===== config.mk =====
export PLATFORM = sky130hd
export DESIGN_NAME = mem_stage
export DESIGN_NICKNAME = d
export VERILOG_FILES = /design/src/rtl/mem_stage.sv
export SDC_FILE = /design/constraint.sdc
export NUM_CORES = 1
export LEC_CHECK = 0
export BUFFER_PORTS_ARGS = -buffer_cell sky130_fd_sc_hd__clkbuf_2
export CAP_MARGIN = 20
export CELL_PAD_IN_SITES_DETAIL_PLACEMENT = 0
export CELL_PAD_IN_SITES_GLOBAL_PLACEMENT = 1
export CORE_MARGIN = 1
export CORE_UTILIZATION = 42
export DETAILED_ROUTE_END_ITERATION = 8
export PLACE_DENSITY_LB_ADDON = 0.1
export SETUP_SLACK_MARGIN = 0.05
export SLEW_MARGIN = 15
export SYNTH_ARGS = -nofsm -noshare
export SYNTH_HDL_FRONTEND = slang
export SYNTH_SLANG_ARGS = --single-unit

===== constraint.sdc =====
create_clock -name clk -period 18.1 [get_ports clk]
set_input_delay 4.525 -clock clk [delete_from_list [all_inputs] [get_ports clk]]
set_output_delay 4.525 -clock clk [all_outputs]
set_load 0.02 [all_outputs]

===== src/rtl/mem_stage.sv =====
// Memory-access stage: waits for the data-SRAM response of loads/stores issued in
// execute, extracts load data, and drops responses orphaned by a flush.
module mem_stage #(
  parameter int DISCARD_W = 2
) (
  input  logic         clk,
  input  logic         reset,
  input  logic         es_to_ms_valid,
  input  logic [152:0] es_to_ms_bus,
  output logic         ms_allowin,
  input  logic         ws_allowin,
  output logic         ms_to_ws_valid,
  output logic [148:0] ms_to_ws_bus,
  input  logic         data_sram_data_ok,
  input  logic [31:0]  data_sram_rdata,
  input  logic         ws_ex_forward,
  output logic         ms_ex,
  output logic [38:0]  ms_fwd_bus
);

  typedef enum logic [1:0] {S_IDLE = 2'd0, S_WAIT = 2'd1, S_HOLD = 2'd2} state_e;

  localparam logic [DISCARD_W+1:0] CNT_MAX = {2'b00, {DISCARD_W{1'b1}}};

  state_e               state_q, state_d;
  logic                 ms_valid_q, ms_valid_d;
  logic [152:0]         bus_q, bus_d;
  logic [31:0]          rdata_q, rdata_d;
  logic [DISCARD_W-1:0] discard_q, discard_d;

  logic [31:0] pc, alu_result, rt_value, badvaddr, load_src, final_result;
  logic [4:0]  dest, excode, cp0_addr;
  logic [2:0]  load_op;
  logic        gr_we, ex, mtc0_we, bd, eret, res_from_cp0;
  logic        unused_mem_req;
  logic        in_wait, resp_ok, ready_go, accept, fwd_we;

  function automatic logic [31:0] load_extract(input logic [2:0]  op,
                                               input logic [1:0]  off,
                                               input logic [31:0] rd,
                                               input logic [31:0] rt,
                                               input logic [31:0] alu);
    logic [7:0]  b;
    logic [15:0] h;
    logic [31:0] r;
    b = rd[7:0];
    case (off)
      2'd1:    b = rd[15:8];
      2'd2:    b = rd[23:16];
      2'd3:    b = rd[31:24];
      default: b = rd[7:0];
    endcase
    h = off[1] ? rd[31:16] : rd[15:0];
    r = alu;
    case (op)
      3'd1: r = {{24{b[7]}}, b};
      3'd2: r = {24'd0, b};
      3'd3: r = {{16{h[15]}}, h};
      3'd4: r = {16'd0, h};
      3'd5: r = rd;
      3'd6: begin
        case (off)
          2'd0:    r = {rd[7:0],  rt[23:0]};
          2'd1:    r = {rd[15:0], rt[15:0]};
          2'd2:    r = {rd[23:0], rt[7:0]};
          default: r = rd;
        endcase
      end
      3'd7: begin
        case (off)
          2'd0:    r = rd;
          2'd1:    r = {rt[31:24], rd[31:8]};
          2'd2:    r = {rt[31:16], rd[31:16]};
          default: r = {rt[31:8],  rd[31:24]};
        endcase
      end
      default: r = alu;
    endcase
    return r;
  endfunction

  // Increments and decrement in the same cycle net out before saturation.
  function automatic logic [DISCARD_W-1:0] cnt_update(input logic [DISCARD_W-1:0] c,
                                                      input logic inc_a,
                                                      input logic inc_b,
                                                      input logic dec);
    logic [DISCARD_W+1:0] s;
    s = {2'b00, c} + {{(DISCARD_W+1){1'b0}}, inc_a} + {{(DISCARD_W+1){1'b0}}, inc_b};
    if (dec) s = s - {{(DISCARD_W+1){1'b0}}, 1'b1};
    if (s > CNT_MAX) s = CNT_MAX;
    return s[DISCARD_W-1:0];
  endfunction

  assign pc             = bus_q[31:0];
  assign alu_result     = bus_q[63:32];
  assign dest           = bus_q[68:64];
  assign gr_we          = bus_q[69];
  assign unused_mem_req = bus_q[70];
  assign load_op        = bus_q[73:71];
  assign rt_value       = bus_q[105:74];
  assign ex             = bus_q[106];
  assign excode         = bus_q[111:107];
  assign badvaddr       = bus_q[143:112];
  assign cp0_addr       = bus_q[148:144];
  assign mtc0_we        = bus_q[149];
  assign bd             = bus_q[150];
  assign eret           = bus_q[151];
  assign res_from_cp0   = bus_q[152];

  // A response only counts as ours once every orphaned response has drained.
  assign in_wait  = (state_q == S_WAIT);
  assign resp_ok  = data_sram_data_ok && (discard_q == '0);
  assign ready_go = !in_wait || resp_ok;

  assign ms_allowin     = !ms_valid_q || (ready_go && ws_allowin);
  assign ms_to_ws_valid = ms_valid_q && ready_go;
  assign accept         = es_to_ms_valid && ms_allowin;

  assign load_src     = (state_q == S_HOLD) ? rdata_q : data_sram_rdata;
  assign final_result = load_extract(load_op, alu_result[1:0], load_src, rt_value, alu_result);

  assign ms_to_ws_bus = {rt_value, eret, bd, mtc0_we, cp0_addr, res_from_cp0, badvaddr,
                         ex, excode, gr_we, dest, final_result, pc};

  assign ms_ex      = ms_valid_q && (ex || eret);
  assign fwd_we     = ms_valid_q && gr_we && !ex;
  assign ms_fwd_bus = {fwd_we, fwd_we && (in_wait || res_from_cp0), dest, final_result};

  always_comb begin
    ms_valid_d = ms_valid_q;
    state_d    = state_q;
    bus_d      = bus_q;
    rdata_d    = rdata_q;
    if (ws_ex_forward) begin
      ms_valid_d = 1'b0;
      state_d    = S_IDLE;
    end else if (accept) begin
      ms_valid_d = 1'b1;
      bus_d      = es_to_ms_bus;
      state_d    = es_to_ms_bus[70] ? S_WAIT : S_IDLE;
    end else if (ms_valid_q && ready_go && ws_allowin) begin
      ms_valid_d = 1'b0;
      state_d    = S_IDLE;
    end else if (in_wait && resp_ok) begin
      state_d = S_HOLD;
      rdata_d = data_sram_rdata;
    end
    discard_d = cnt_update(discard_q,
                           ws_ex_forward && in_wait && !resp_ok,
                           ws_ex_forward && accept && es_to_ms_bus[70],
                           data_sram_data_ok && (discard_q != '0));
  end

  always_ff @(posedge clk or posedge reset) begin
    if (reset) begin
      state_q    <= S_IDLE;
      ms_valid_q <= 1'b0;
      bus_q      <= '0;
      rdata_q    <= '0;
      discard_q  <= '0;
    end else begin
      state_q    <= state_d;
      ms_valid_q <= ms_valid_d;
      bus_q      <= bus_d;
      rdata_q    <= rdata_d;
      discard_q  <= discard_d;
    end
  end

endmodule

# Word-level counts from Yosys, hierarchy flattened
# Cells that the tools add are included.
# W data, S select, Z words.
# totals
wordCells,70
out_inout_bits,191
reg_bits,190
input_bits,191
# op_classes
n_lt_le_gt_ge,1
n_eq_ne,12
n_bitwise,3
n_reduce_logical,30
muxes,16
addsub,3
# op_table
cell,count
$pmux W32 S7,1
$pmux W32 S3,2
$mux W32,1
$pmux W8 S3,1
$mux W16,1
$logic_and A1 B1 Y1,15
$eq A3 B3 Y1 const B,4
$mux W2,5
$eq A2 B2 Y1 const B,3
$eq A3 B2 Y1 const B,2
$add A3 B1 Y4,1
$eq A2 B1 Y1 const B,2
$gt A4 B2 Y1 const B,1
$logic_not A1 Y1,4
$logic_not A2 Y1,2
$logic_or A1 B1 Y1,4
$mux W1,4
$mux W4,1
$reduce_and A4 Y1,1
$reduce_bool A4 Y1,1
$sub A4 B1 Y4 const B,1
$add A2 B1 Y3,1
$eq A3 B1 Y1 const B,1
$not A1 Y1,3
3 further kinds,3

# Logic depth before layout (Yosys ltp)
# depth
word_depth,13
mapped_depth,12
depth_no_buf,12

# Worst setup path before layout
# OpenSTA, ideal clock, no wires.
# synth_path
kind,input -> output
startpoint,input data_sram_rdata[31]
endpoint,output ms_to_ws_bus[53]
slack_ns,7.403
path_stages,6
n_path_buf,2
arrival_ns,6.172
required_ns,13.575
cell_sequence,mux4_2 o2111a_1 a311oi_4 buf_2 a31oi_1 buf_4
# synth_via
elab_chain_len,3
word_cells_on_any_way,4
classes_between,mux: 4
# synth_lines
element,line,text
from (decl),15,"input logic [31:0] data_sram_rdata,"
$mux W32 (*),119,assign load_src = (state_q == S_HOLD) ? rdata_q : data_sram_rdata;
$pmux W8 S3 / $mux W16 (equally long branches),"47, 53",
$pmux W32 S7 (*),55,case (op)
to (decl),13,"output logic [148:0] ms_to_ws_bus,"
# Mark *: on every way between the ends. The rest lies on a longest branch, timed or not.

# Worst setup path after layout
# layout_path
startpoint,input data_sram_rdata[31]
endpoint,output ms_fwd_bus[31]
# layout_via
elab_chain_len,3
word_cells_on_any_way,6
classes_between,mux: 6
# layout_lines
element,line,text
$mux W32 (*),119,
$pmux W32 S3 (tied with other cells),70,case (off)
$pmux W32 S7 (*),55,
to (decl),18,output logic [38:0] ms_fwd_bus
# Marks and branches as above.

==> impl_metrics.csv <==
group,metric,value,unit
outcome,status,"finished clean",
route,wirelength,31.4,mm
floorplan,die_h,162,um
route,drtAntennaViolNets,0,
finish,final_cell_area,12400,sq um
power_and_ir_drop,power_frac_seq,36.4,%
route,drc,0,
worst_setup_path,critical_path_arrival,6.88,ns
clock_network,cts.htree.levels,4,
route,wl_per_cell,20.8,um
finish,drive_gt1_share,53.9,%
clock_network,cts_resized,0,
worst_hold_path,hp-class,"reg -> reg",
worst_setup_path,end_kind,"output pin",
power_and_ir_drop,p_int,0.949,mW
worst_setup_path,cpPeakStageDelay,0.78,ns
route,drt_iter0_drc,500,
clock_network,cts_buffer_depth,2,
worst_setup_path,cp-start-kind,"primary input",
timing,report.final.hold_viol_count,0,
floorplan,die_area,26300,sq um
power_and_ir_drop,power_leakage,6.08,nW
power_and_ir_drop,clockPowerShare,24.4,%
worst_setup_path,required,13.57,ns
route,vias,8135,
power_and_ir_drop,p_sw_share,41.1,%
timing,setup_tns,0,ns
grt,grt.overflow.total,0,
floorplan,core,25200,sq um
synth,synth-simple-area-share,6.68,%
floorplan,start_util,42.8,%
floorplan,io_pins,382,
timing,fmax,87.7,MHz
finish,fin_util,49.4,%
worst_setup_path,worstSetupPathType,"in -> out",
synth,synthMuxAreaShare,25.2,%
clock_network,cts_tree,"built",
placement,dp_hpwl,23.3,mm
synth,synth-seq-cells,189,
timing,whs,0.507,ns
synth,syn_avg_cell_area,11.2,sq um
placement,place.gp.congestion,0.869,
floorplan,rows,58,
clock_network,cts_inserted_buffers,17,
power_and_ir_drop,irDropWorstVdd,0.0606,mV
synth,syn-instance-count,962,
clock_network,cts_root_buf,"clkbuf_16",
finish,diodes,0,
grt,grt_pass1_wl,47.5,mm
synth,synthArstFlopShare,100,%
placement,dpl_cell_area,11800,sq um
timing,setup_viol,0,
clock_network,path_clk_slew,0.08,ns
timing,tightest_slew,1.00,ns
finish,syn2layout_area_growth,15.3,%
clock_network,cts_setup_buffers,0,
power_and_ir_drop,power_frac_comb,39.2,%
route,first_pass_iters,5,
clock_network,clk_latency,0.45,ns
power_and_ir_drop,p_switching,0.661,mW
synth,synth_edf_count,0,
clock_network,clkSinkCount,189,
synth,synthAdderAreaFrac,0.534,%
clock_network,hold_buffers,0,
grt,grtUsageTotal,24.0,%
timing,fin_crit,11.40,ns
worst_setup_path,crit_path_cell_trace,"clkbuf_2 -> mux4_2 -> o2111a_1 -> a311oi_4 -> o221ai_1 -> clkbuf_2",
synth,synth_xor_area_share,0.162,%
worst_setup_path,critPathMaxFanout,16,
grt,antenna_found_initial,0,
synth,yosysWarningCount,0,
timing,slew_headroom,33.3,%
timing,rsz0062_at_grt,"no",
timing,drv_slew,0,
floorplan,fp.dieW,162,um
power_and_ir_drop,power.density,130,nW/um^2
synth,synth.distinct_cells,62,
grt,grt_pass1_vias,7955,
placement,dp.cells,1476,
job,drv_cap,0,
synth,synth-compound-area-share,9.88,%
worst_setup_path,slowest_stage,"a311oi_4",
grt,grt_max_degree,113,
synth,synth-seq-area-share,43.9,%
synth,syn-num-nets,1157,
placement,io_buffers,381,
finish,fin_nets,1361,
timing,timing.final.crit_share,63.0,%
finish,instances_no_fill,1509,
synth,synth_top_family_by_area,"multiplexers",
synth,syn_area,10800,sq um
synth,synth-main-ff-cell,"dfrtp_1",
worst_setup_path,crit_path_frequent_cell,"clkbuf_2",
timing,fin_skew,0.0177,ns
route,viasPerCell,5.39,
==> flip-flops by register name, summed over array words and instances (netlist names) <==
register / count
bus_q: 152
discard_q: 2
state_q: 2
rdata_q: 32
ms_valid_q: 1
==> power by group through the flow <==
stage | clock network (mW) | logic, mW | registers (mW)
after floorplan | 0 | 0.547 | 0.565
after global placement | 0 | 0.629 | 0.590
after detailed placement | 0 | 0.633 | 0.594
after CTS | 0.404 | 0.634 | 0.586
after global routing | 0.418 | 0.677 | 0.600
final | 0.393 | 0.631 | 0.586
==> cell usage in the layout, fill, tap and decap left out, types with 8 or more instances in the layout <==
cell type	n
a21oi_1	40
a31oi_1	23
buf_4	13
clkbuf_16	17
clkbuf_2	381
dfrtp_1	189
inv_1	8
mux2_2	185
mux2i_1	36
mux4_2	12
nand2_1	43
nand3_1	13
nor2_1	59
o21ai_0	17
o22ai_1	19
o32a_1	9
==> stage by stage <==
stage	power [mW]	worst slack, ns
global placement	1.22	6.72
global route	1.69	6.68
detailed placement	1.23	6.72
floorplan	1.11	7.40
CTS	1.62	6.71
finish	1.61	6.70
==> synthesized netlist by cell type, types with 4 or more instances <==
| master | count | area share (%) |
|---|---|---|
| a21oi_1 | 40 | 1.9 |
| mux2_2 | 185 | 19 |
| o211ai_1 | 4 | 0.28 |
| clkbuf_1 | 24 | 0.84 |
| nor3_1 | 7 | 0.32 |
| a211oi_1 | 6 | 0.42 |
| a31oi_1 | 23 | 1.3 |
| nor2b_1 | 5 | 0.29 |
| o22ai_1 | 19 | 1.1 |
| nand3_1 | 13 | 0.60 |
| o221ai_1 | 7 | 0.57 |
| nor3b_1 | 5 | 0.35 |
| o21ai_0 | 17 | 0.79 |
| buf_2 | 17 | 0.79 |
| dfrtp_1 | 189 | 44 |
| nand2_1 | 43 | 1.5 |
| buf_4 | 166 | 12 |
| mux4_2 | 12 | 2.5 |
| o32a_1 | 9 | 0.84 |
| inv_1 | 9 | 0.31 |
| mux2i_1 | 36 | 3.3 |
| nor2_1 | 59 | 2.1 |
| nand2b_1 | 4 | 0.23 |
==> final timing paths <==
kind,startpoint,to,slack (ns),depth (start not counted)
min,rdata_q[8]$_DFFE_PP0P_,rdata_q[8]$_DFFE_PP0P_,0.51,1
max,data_sram_rdata[31],ms_fwd_bus[31],6.70,6
max reg2reg,discard_q[0]$_DFF_PP0_,bus_q[10]$_DFFE_PP0P_,14.63,7
min reg2reg,rdata_q[8]$_DFFE_PP0P_,rdata_q[8]$_DFFE_PP0P_,0.51,1
max in group asynchronous,reset,bus_q[80]$_DFFE_PP0P_,12.62,4
min in group asynchronous,reset,bus_q[28]$_DFFE_PP0P_,4.21,2
==> cell type report <==
type,count,area (sq um)
Clock inverter,15,193
Clock buffer,17,425
Inverter,10,45.0
Multi-Input combinational cell,553,4590
Tap cell,330,413
Sequential cell,189,4730
Fill cell,2420,12800
Timing Repair Buffer,395,2030
==> per-layer routing <==
layer / GRT usage, % / share of wire, %
met1: 30.7 / 42
met2: 39.6 / 49
met3: 5.64 / 6.4
met4: 8.19 / 2.1
met5: 0 / 0
==> critical path, delay by kind of cell <==
| kind | cells | cell delay, ns |
|---|---|---|
| AOI/OAI and AO/OA | 3 | 1.43 |
| buffers and inverters | 2 | 0.37 |
| muxes | 1 | 0.55 |
==> kinds of logic after synthesis <==
logic type                 Yosys count
muxes                              233
buffers and inverters              220
DFF                                189
AOI/OAI and AO/OA                  158
and+or+nand+nor                    156
adders and majority gates            4
xor gates and xnor gates             2
No activity file was read; power rests on OpenSTA's default activity.
